### config.mk
export PLATFORM = sky130hd
export DESIGN_NAME = alarm_controller
export DESIGN_NICKNAME = d
export VERILOG_FILES = /design/src/rtl/alarm_pkg.sv /design/src/rtl/time_param_store.sv /design/src/rtl/alarm_controller.sv
export SDC_FILE = /design/constraint.sdc
export NUM_CORES = 1
export LEC_CHECK = 0
export ABC_AREA = 0
export CAP_MARGIN = 20
export CORE_ASPECT_RATIO = 1.25
export CORE_MARGIN = 10
export CORE_UTILIZATION = 55
export CTS_CLUSTER_SIZE = 8
export DETAILED_ROUTE_END_ITERATION = 6
export PLACE_DENSITY = 0.8
export SLEW_MARGIN = 20
export SYNTH_ARGS = -nofsm -noshare
export SYNTH_HDL_FRONTEND = slang
export SYNTH_SLANG_ARGS = --single-unit
### constraint.sdc
create_clock -name clock_25mhz -period 2.4 [get_ports clock_25mhz]
set_input_delay 0.72 -clock clock_25mhz [delete_from_list [all_inputs] [get_ports clock_25mhz]]
set_output_delay 0.72 -clock clock_25mhz [all_outputs]
set_load 0.02 [all_outputs]
### src/rtl/alarm_pkg.sv
// Shared definitions for the car alarm controller: state encoding, timer slot
// selection codes and the timer count width.
package alarm_pkg;

    localparam int unsigned TIME_W = 32'd4;

    typedef enum logic [2:0] {
        ST_ARMED      = 3'd0,
        ST_TRIGGERED  = 3'd1,
        ST_SOUND      = 3'd2,
        ST_SOUND_HOLD = 3'd3,
        ST_DISARMED   = 3'd4,
        ST_WAIT_DOOR  = 3'd5,
        ST_ARMING     = 3'd6
    } alarm_state_e;

    typedef enum logic [1:0] {
        SEL_ARM       = 2'd0,
        SEL_DRIVER    = 2'd1,
        SEL_PASSENGER = 2'd2,
        SEL_ALARM     = 2'd3
    } time_sel_e;

    // Progress of the driver-door closed -> open -> closed walk-away gesture.
    localparam logic [1:0] WALK_WAIT_CLOSED = 2'd0;
    localparam logic [1:0] WALK_WAIT_OPEN   = 2'd1;
    localparam logic [1:0] WALK_WAIT_SHUT   = 2'd2;

    function automatic logic is_alert(input alarm_state_e s);
        return (s == ST_TRIGGERED) || (s == ST_SOUND) || (s == ST_SOUND_HOLD);
    endfunction

    function automatic logic is_siren(input alarm_state_e s);
        return (s == ST_SOUND) || (s == ST_SOUND_HOLD);
    endfunction

endpackage

### src/rtl/time_param_store.sv
// Four programmable 4-bit timer counts (arm, driver, passenger, alarm) with
// reset defaults, a single write port and a combinational read mux.
module time_param_store
    import alarm_pkg::*;
#(
    parameter logic [TIME_W-1:0] ARM_DEFAULT       = 4'd6,
    parameter logic [TIME_W-1:0] DRIVER_DEFAULT    = 4'd8,
    parameter logic [TIME_W-1:0] PASSENGER_DEFAULT = 4'd15,
    parameter logic [TIME_W-1:0] ALARM_DEFAULT     = 4'd10
) (
    input  logic              clock_25mhz,
    input  logic              reset_n,
    input  logic              wr_en,
    input  time_sel_e         wr_sel,
    input  logic [TIME_W-1:0] wr_data,
    input  time_sel_e         rd_sel,
    output logic [TIME_W-1:0] rd_data
);

    logic [TIME_W-1:0] arm_r;
    logic [TIME_W-1:0] driver_r;
    logic [TIME_W-1:0] passenger_r;
    logic [TIME_W-1:0] alarm_r;

    // Slot registers: defaults at reset, one slot rewritten per write pulse.
    always_ff @(posedge clock_25mhz or negedge reset_n) begin
        if (!reset_n) begin
            arm_r       <= ARM_DEFAULT;
            driver_r    <= DRIVER_DEFAULT;
            passenger_r <= PASSENGER_DEFAULT;
            alarm_r     <= ALARM_DEFAULT;
        end else if (wr_en) begin
            case (wr_sel)
                SEL_ARM:       arm_r       <= wr_data;
                SEL_DRIVER:    driver_r    <= wr_data;
                SEL_PASSENGER: passenger_r <= wr_data;
                SEL_ALARM:     alarm_r     <= wr_data;
                default:       arm_r       <= arm_r;
            endcase
        end else begin
            arm_r <= arm_r;
        end
    end

    // Read mux.
    always_comb begin
        rd_data = arm_r;
        case (rd_sel)
            SEL_ARM:       rd_data = arm_r;
            SEL_DRIVER:    rd_data = driver_r;
            SEL_PASSENGER: rd_data = passenger_r;
            SEL_ALARM:     rd_data = alarm_r;
            default:       rd_data = arm_r;
        endcase
    end

endmodule

### src/rtl/alarm_controller.sv
// Car anti-theft alarm FSM driving an external 0.1 s timer, siren and status LED.
// Optional fuel-pump interlock enabled by defining ALARM_FUEL_PUMP_EN.
module alarm_controller
    import alarm_pkg::*;
#(
    parameter int unsigned BLINK_HALF_PERIOD   = 32'd12500000,
    parameter int unsigned T_ARM_DEFAULT       = 32'd6,
    parameter int unsigned T_DRIVER_DEFAULT    = 32'd8,
    parameter int unsigned T_PASSENGER_DEFAULT = 32'd15,
    parameter int unsigned T_ALARM_DEFAULT     = 32'd10
) (
    input  logic              clock_25mhz,
    input  logic              reset_n,
    input  logic              ignition,
    input  logic              driver_door,
    input  logic              passenger_door,
    input  logic              hidden_switch,
    input  logic              brake_pedal,
    input  logic              reprogram,
    input  logic [1:0]        time_param_sel,
    input  logic [TIME_W-1:0] time_value,
    input  logic              expired,
    output logic              start_timer,
    output logic [TIME_W-1:0] value,
    output logic              siren,
    output logic              status_indicator,
    output logic              fuel_pump_power,
    output logic [2:0]        state_out
);

    localparam int unsigned BLINK_W = (BLINK_HALF_PERIOD > 32'd1) ? $clog2(BLINK_HALF_PERIOD) : 32'd1;
    localparam logic [BLINK_W-1:0] BLINK_LAST = BLINK_W'(BLINK_HALF_PERIOD - 32'd1);

    alarm_state_e      state_r;
    alarm_state_e      next_state_s;
    logic              live_r;
    logic              start_s;
    time_sel_e         start_sel_s;
    logic [1:0]        walk_r;
    logic [1:0]        walk_next_s;
    logic [1:0]        guard_r;
    logic              expired_ok_s;
    logic              door_open_s;
    logic              reprog_take_s;
    logic [TIME_W-1:0] rd_data_s;
    logic [BLINK_W-1:0] blink_cnt_r;
    logic              status_r;
    logic              siren_r;
    logic              start_r;
    logic [TIME_W-1:0] value_r;
    logic              fuel_r;

    // live_r holds off the first edge after reset release so no pulse appears there.
    assign reprog_take_s = reprogram & live_r;
    assign door_open_s   = driver_door | passenger_door;
    assign expired_ok_s  = expired & (guard_r == 2'd0);

    time_param_store #(
        .ARM_DEFAULT      (TIME_W'(T_ARM_DEFAULT)),
        .DRIVER_DEFAULT   (TIME_W'(T_DRIVER_DEFAULT)),
        .PASSENGER_DEFAULT(TIME_W'(T_PASSENGER_DEFAULT)),
        .ALARM_DEFAULT    (TIME_W'(T_ALARM_DEFAULT))
    ) u_store (
        .clock_25mhz(clock_25mhz),
        .reset_n    (reset_n),
        .wr_en      (reprog_take_s),
        .wr_sel     (time_sel_e'(time_param_sel)),
        .wr_data    (time_value),
        .rd_sel     (start_sel_s),
        .rd_data    (rd_data_s)
    );

    // Next-state, timer start request and walk-away gesture tracking.
    always_comb begin
        next_state_s = state_r;
        start_s      = 1'b0;
        start_sel_s  = SEL_ARM;
        walk_next_s  = WALK_WAIT_CLOSED;
        if (!live_r) begin
            next_state_s = state_r;
        end else if (reprogram) begin
            next_state_s = ST_ARMED;
        end else begin
            case (state_r)
                ST_ARMED: begin
                    if (driver_door) begin
                        next_state_s = ST_TRIGGERED;
                        start_s      = 1'b1;
                        start_sel_s  = SEL_DRIVER;
                    end else if (passenger_door) begin
                        next_state_s = ST_TRIGGERED;
                        start_s      = 1'b1;
                        start_sel_s  = SEL_PASSENGER;
                    end else begin
                        next_state_s = ST_ARMED;
                    end
                end
                ST_TRIGGERED: begin
                    if (ignition) begin
                        next_state_s = ST_DISARMED;
                    end else if (expired_ok_s) begin
                        next_state_s = ST_SOUND;
                    end else begin
                        next_state_s = ST_TRIGGERED;
                    end
                end
                ST_SOUND: begin
                    if (!door_open_s) begin
                        next_state_s = ST_SOUND_HOLD;
                        start_s      = 1'b1;
                        start_sel_s  = SEL_ALARM;
                    end else begin
                        next_state_s = ST_SOUND;
                    end
                end
                ST_SOUND_HOLD: begin
                    if (door_open_s) begin
                        next_state_s = ST_SOUND;
                    end else if (expired_ok_s) begin
                        next_state_s = ST_ARMED;
                    end else begin
                        next_state_s = ST_SOUND_HOLD;
                    end
                end
                ST_DISARMED: begin
                    if (!ignition) begin
                        next_state_s = ST_WAIT_DOOR;
                    end else begin
                        next_state_s = ST_DISARMED;
                    end
                end
                ST_WAIT_DOOR: begin
                    if (ignition) begin
                        next_state_s = ST_DISARMED;
                    end else begin
                        case (walk_r)
                            WALK_WAIT_CLOSED: walk_next_s = driver_door ? WALK_WAIT_CLOSED : WALK_WAIT_OPEN;
                            WALK_WAIT_OPEN:   walk_next_s = driver_door ? WALK_WAIT_SHUT : WALK_WAIT_OPEN;
                            WALK_WAIT_SHUT: begin
                                if (!driver_door) begin
                                    next_state_s = ST_ARMING;
                                    start_s      = 1'b1;
                                    start_sel_s  = SEL_ARM;
                                end else begin
                                    walk_next_s = WALK_WAIT_SHUT;
                                end
                            end
                            default: walk_next_s = WALK_WAIT_CLOSED;
                        endcase
                    end
                end
                ST_ARMING: begin
                    if (ignition) begin
                        next_state_s = ST_DISARMED;
                    end else if (door_open_s) begin
                        next_state_s = ST_WAIT_DOOR;
                    end else if (expired_ok_s) begin
                        next_state_s = ST_ARMED;
                    end else begin
                        next_state_s = ST_ARMING;
                    end
                end
                default: next_state_s = ST_ARMED;
            endcase
        end
    end

    // State, timer interface and registered outputs; guard masks expired for two cycles after a start.
    always_ff @(posedge clock_25mhz or negedge reset_n) begin
        if (!reset_n) begin
            state_r <= ST_ARMED;
            live_r  <= 1'b0;
            walk_r  <= WALK_WAIT_CLOSED;
            guard_r <= 2'd0;
            start_r <= 1'b0;
            value_r <= '0;
            siren_r <= 1'b0;
        end else begin
            state_r <= next_state_s;
            live_r  <= 1'b1;
            walk_r  <= walk_next_s;
            start_r <= start_s;
            siren_r <= is_siren(next_state_s);
            if (start_s) begin
                value_r <= rd_data_s;
                guard_r <= 2'd2;
            end else if (guard_r != 2'd0) begin
                guard_r <= guard_r - 2'd1;
            end else begin
                guard_r <= 2'd0;
            end
        end
    end

    // Status LED: blinks while armed (phase restarts on entry), solid during an alert.
    always_ff @(posedge clock_25mhz or negedge reset_n) begin
        if (!reset_n) begin
            blink_cnt_r <= '0;
            status_r    <= 1'b0;
        end else if (next_state_s == ST_ARMED) begin
            if ((state_r != ST_ARMED) || reprog_take_s) begin
                blink_cnt_r <= '0;
                status_r    <= 1'b0;
            end else if (blink_cnt_r == BLINK_LAST) begin
                blink_cnt_r <= '0;
                status_r    <= ~status_r;
            end else begin
                blink_cnt_r <= blink_cnt_r + BLINK_W'(32'd1);
            end
        end else begin
            blink_cnt_r <= '0;
            status_r    <= is_alert(next_state_s);
        end
    end

`ifdef ALARM_FUEL_PUMP_EN
    // Fuel pump latches on with ignition plus the hidden switch and brake together.
    always_ff @(posedge clock_25mhz or negedge reset_n) begin
        if (!reset_n) begin
            fuel_r <= 1'b0;
        end else if (!ignition) begin
            fuel_r <= 1'b0;
        end else if (hidden_switch && brake_pedal) begin
            fuel_r <= 1'b1;
        end else begin
            fuel_r <= fuel_r;
        end
    end
`else
    logic fuel_unused_s;
    assign fuel_unused_s = hidden_switch ^ brake_pedal;

    // Interlock not built: pump stays off.
    always_ff @(posedge clock_25mhz or negedge reset_n) begin
        if (!reset_n) begin
            fuel_r <= 1'b0;
        end else begin
            fuel_r <= 1'b0;
        end
    end
`endif

    assign start_timer      = start_r;
    assign value            = value_r;
    assign siren            = siren_r;
    assign status_indicator = status_r;
    assign fuel_pump_power  = fuel_r;
    assign state_out        = state_r;

endmodule
==> key figures <==
Status
  • Status: complete, no violations

Routing
  • Top Metal Used: met4
  • DRT iter0 DRCs: about 120
  • Wire per inst: between 10 and 15 µm
  • DR pass1 iterations: 4
  • Routed Antenna Nets: 0
  • Metal3 WL: about 140 µm
  • Met2 wire len: 2.86 mm
  • DRC: 0
  • Final wirelength: 5.33 mm
  • Via density: around 5.5
  • Via count: 2070
  • M1 wire length: ~2.3 mm

STA
  • Hold Vio Cnt, Final: 0
  • Final hold slack: between 0.4 and 0.5 ns
  • Worst Clk Skew: 0.00736 ns
  • Max-slew headroom: 0.553
  • Final period util: 0.969
  • Slew Limit Fails: 0
  • Max Clock Freq: 430 MHz
  • Fin worst setup slack: 0.0755 ns
  • RSZ-0062 raised after global routing: false
  • Slew @ Worst Pin: 0.670 ns
  • Fin crit period: ~2.3 ns
  • Count of final setup violators: 0

Final layout
  • Final nets: around 330
  • Inserted Diodes: 0
  • Final cell count without fillers: 373
  • Share of layout cells above drive strength 1: 0.243
  • Syn-to-layout area delta: 20.9%

Synth
  • Top-area cell type share of the netlist area: 0.423
  • Post-synth EDFFs: 0
  • Synth Register Bits: 55
  • Syn Std Cell Area: 2720 µm²
  • Avg Inst Size Synth: 10.4 µm²
  • YS warnings: 0
  • Predominant post-synthesis flop cell: dfrtp_1
  • Async SR Flop Fraction: 1.00
  • Yosys top cell by area: dfrtp_1
  • Share of the yosys chip area belonging to registers: 0.509
  • Syn_nets: 279
  • Post-Synthesis Cells: 263
  • Top area cells in the synthesized netlist: dfrtp_1, dfstp_2, mux2_2
  • Synth unique cells: 44

Place
  • Placed cells: ~370
  • GPL Wtd Cong: 0.838
  • I/O Buffers: 22
  • Dpl hpwl: between 4 and 5 mm
  • Pre-CTS WS: -0.142 ns

Worst setup path
  • Critical path's slowest cell: or4_4
  • WP buf/inv: 1
  • R2r setup slk: between 0.07 and 0.08 ns
  • R2r startpoint: blink_cnt_r[8]
  • CP Launch Point: blink_cnt_r[8]
  • Reg-to-Reg End: blink_cnt_r[5]
  • Critical Path Start Type: flip-flop
  • WP data arrival: 2.52 ns
  • CP top delay family: simple AND/OR/NAND/NOR gates
  • Worst Setup End Kind: flip-flop
  • Largest fanout on the critical path: 13
  • Worst R2R Path Depth: 6
  • Worst setup path end: blink_cnt_r[5]
  • Max incr delay on CP: 0.56 ns
  • Worst-path cell chain: or4b_4 -> or4_4 -> or3_4 -> nand3_4 -> buf_12 -> nor2_1
  • Cell count along the critical path: 6
  • Required time of the critical path: between 2 and 3 ns
  • WS Path Type: flip-flop to flip-flop

Global routing
  • First-pass GRT wire length: around 9.6 mm
  • GRT Total Usage: 0.136
  • Initial antenna violation count: 0
  • Grt total ovfl: 0
  • Vias in the first global route: 2143
  • Largest net degree at the start of global routing: 56

Clock tree
  • Clock-pin slew on the worst setup and hold paths: 0.10 ns
  • Later-pin clock latency in the skew report: 0.31 ns
  • Root Driver: clkbuf_8
  • Clock buffer depth: 2
  • TritonCTS Buffers: 5
  • CTS tree: built
  • Hold buffer count at CTS: 0
  • H-tree Lvls: 2
  • Clock Sinks: 55

Worst hold path
  • Hold Path Class: flip-flop to flip-flop
  • Min-Delay Startpoint: walk_r[1]

Floorplanning
  • Die extent in x: 82.9 µm
  • Die Ht: between 90 and 100 µm
  • # rows: 28
  • Top Ports: 26
  • Initial core utilization: 0.572
  • Core box area: between 4000 and 5000 µm²
  • Die ar.: 8190 µm²

Power and ir drop
  • Cell Pwr Density: 718 nW/µm²
  • Leak: 1.43 nW
  • Peak supply drop: between 0.3 and 0.4 mV

Run
  • Max-cap viol count: 0
## through the flow
stage | util | setup TNS [ns] | power [mW] | instance area [µm²]
final | 0.691 | 0 | 2.36 | 3290
after global routing | 0.691 | 0 | 2.52 | 3290
after CTS | 0.685 | 0 | 2.38 | 3270
after detailed placement | 0.665 | -2.94 | 1.84 | 3170
after global placement | 0.665 | -2.98 | 1.82 | 3170
after floorplan | - | 0 | 1.55 | 2720
## sequential cells by signal (all words and copies together), names as in the netlist
register             count
u_store.arm_r            4
u_store.driver_r         4
walk_r                   2
live_r                   1
guard_r                  2
blink_cnt_r             24
u_store.alarm_r          4
status_indicator         1
start_timer              1
state_out                3
u_store.passenger_r      4
siren                    1
value                    4
## worst min-delay path by stage
stage               cells after the start              to  slack [ns]
finish                                  1       walk_r[0]        0.47
global route                            1       walk_r[0]        0.49
detailed placement                      1       walk_r[0]        0.46
global placement                        1       walk_r[0]        0.45
floorplan                               0  blink_cnt_r[0]        0.42
CTS                                     1       walk_r[0]        0.48
## synthesized netlist by cell type (6+ instances only)
cell type,n
dfrtp_1,46
nor2_1,36
nand2_1,23
mux2_2,17
nand3_1,13
o21ai_0,13
xor2_1,13
dfstp_2,9
xnor2_1,7
a22oi_1,6
nand4_1,6
nor3_1,6
## power by group
group / switching [mW] / leakage, nW / internal (mW) / total (mW)
Sequential: 0.0934 / 0.710 / 1.08 / 1.18
Clock: 0.318 / 0.0502 / 0.217 / 0.535
Combinational: 0.321 / 0.671 / 0.330 / 0.652
Total: 0.733 / 1.43 / 1.63 / 2.36
## placed cells by master, fill, tap and decap left out, drive strengths merged, types with 5 or more instances in the layout
cell type and instances:
dfrtp 46, nor2 36, buf 29, nand2 23
clkdlybuf4s50 21, mux2 17, nand3 14, o21ai 14
xor2 13, dfstp 9, xnor2 7, nor3 6
a22oi 6, nand4 6, inv 6, nor3b 5
a21oi 5, mux2i 5, clkbuf 5
## cells by family (layout without fill, tap and decap cells)
logic type | Yosys count | in the layout | share of synthesized area
compound gates | 35 | 35 | 0.0808
fa+ha+maj | 1 | 1 | 0.00459
xor+xnor | 20 | 20 | 0.0643
other cells | 2 | 2 | 0.00276
mux | 22 | 22 | 0.0887
simple gates | 115 | 115 | 0.217
buf+inv | 13 | 63 | 0.0322
flops | 55 | 55 | 0.509
## final cells by class
| class | instances | area (µm²) |
|---|---|---|
| fill | 387 | 1470 |
| sequential | 55 | 1390 |
| multi-input combinational | 195 | 1270 |
| timing repair buffer | 50 | 442 |
| tap | 60 | 75.1 |
| clock buffer | 5 | 68.8 |
| clock inverter | 3 | 28.8 |
| inverter | 5 | 18.8 |
## metal layers
metal,vias to the layer above,global-route usage
met5,-,0
met4,0,0.0446
met3,6,0.0280
met2,30,0.249
met1,1015,0.153
li1,1019,-
## repair_timing
action,in CTS,in global routing
setup endpoints to repair,0,21
buffers inserted,0,0
gates resized for setup,0,5
Note: power is estimated with default switching activity, not from simulation.
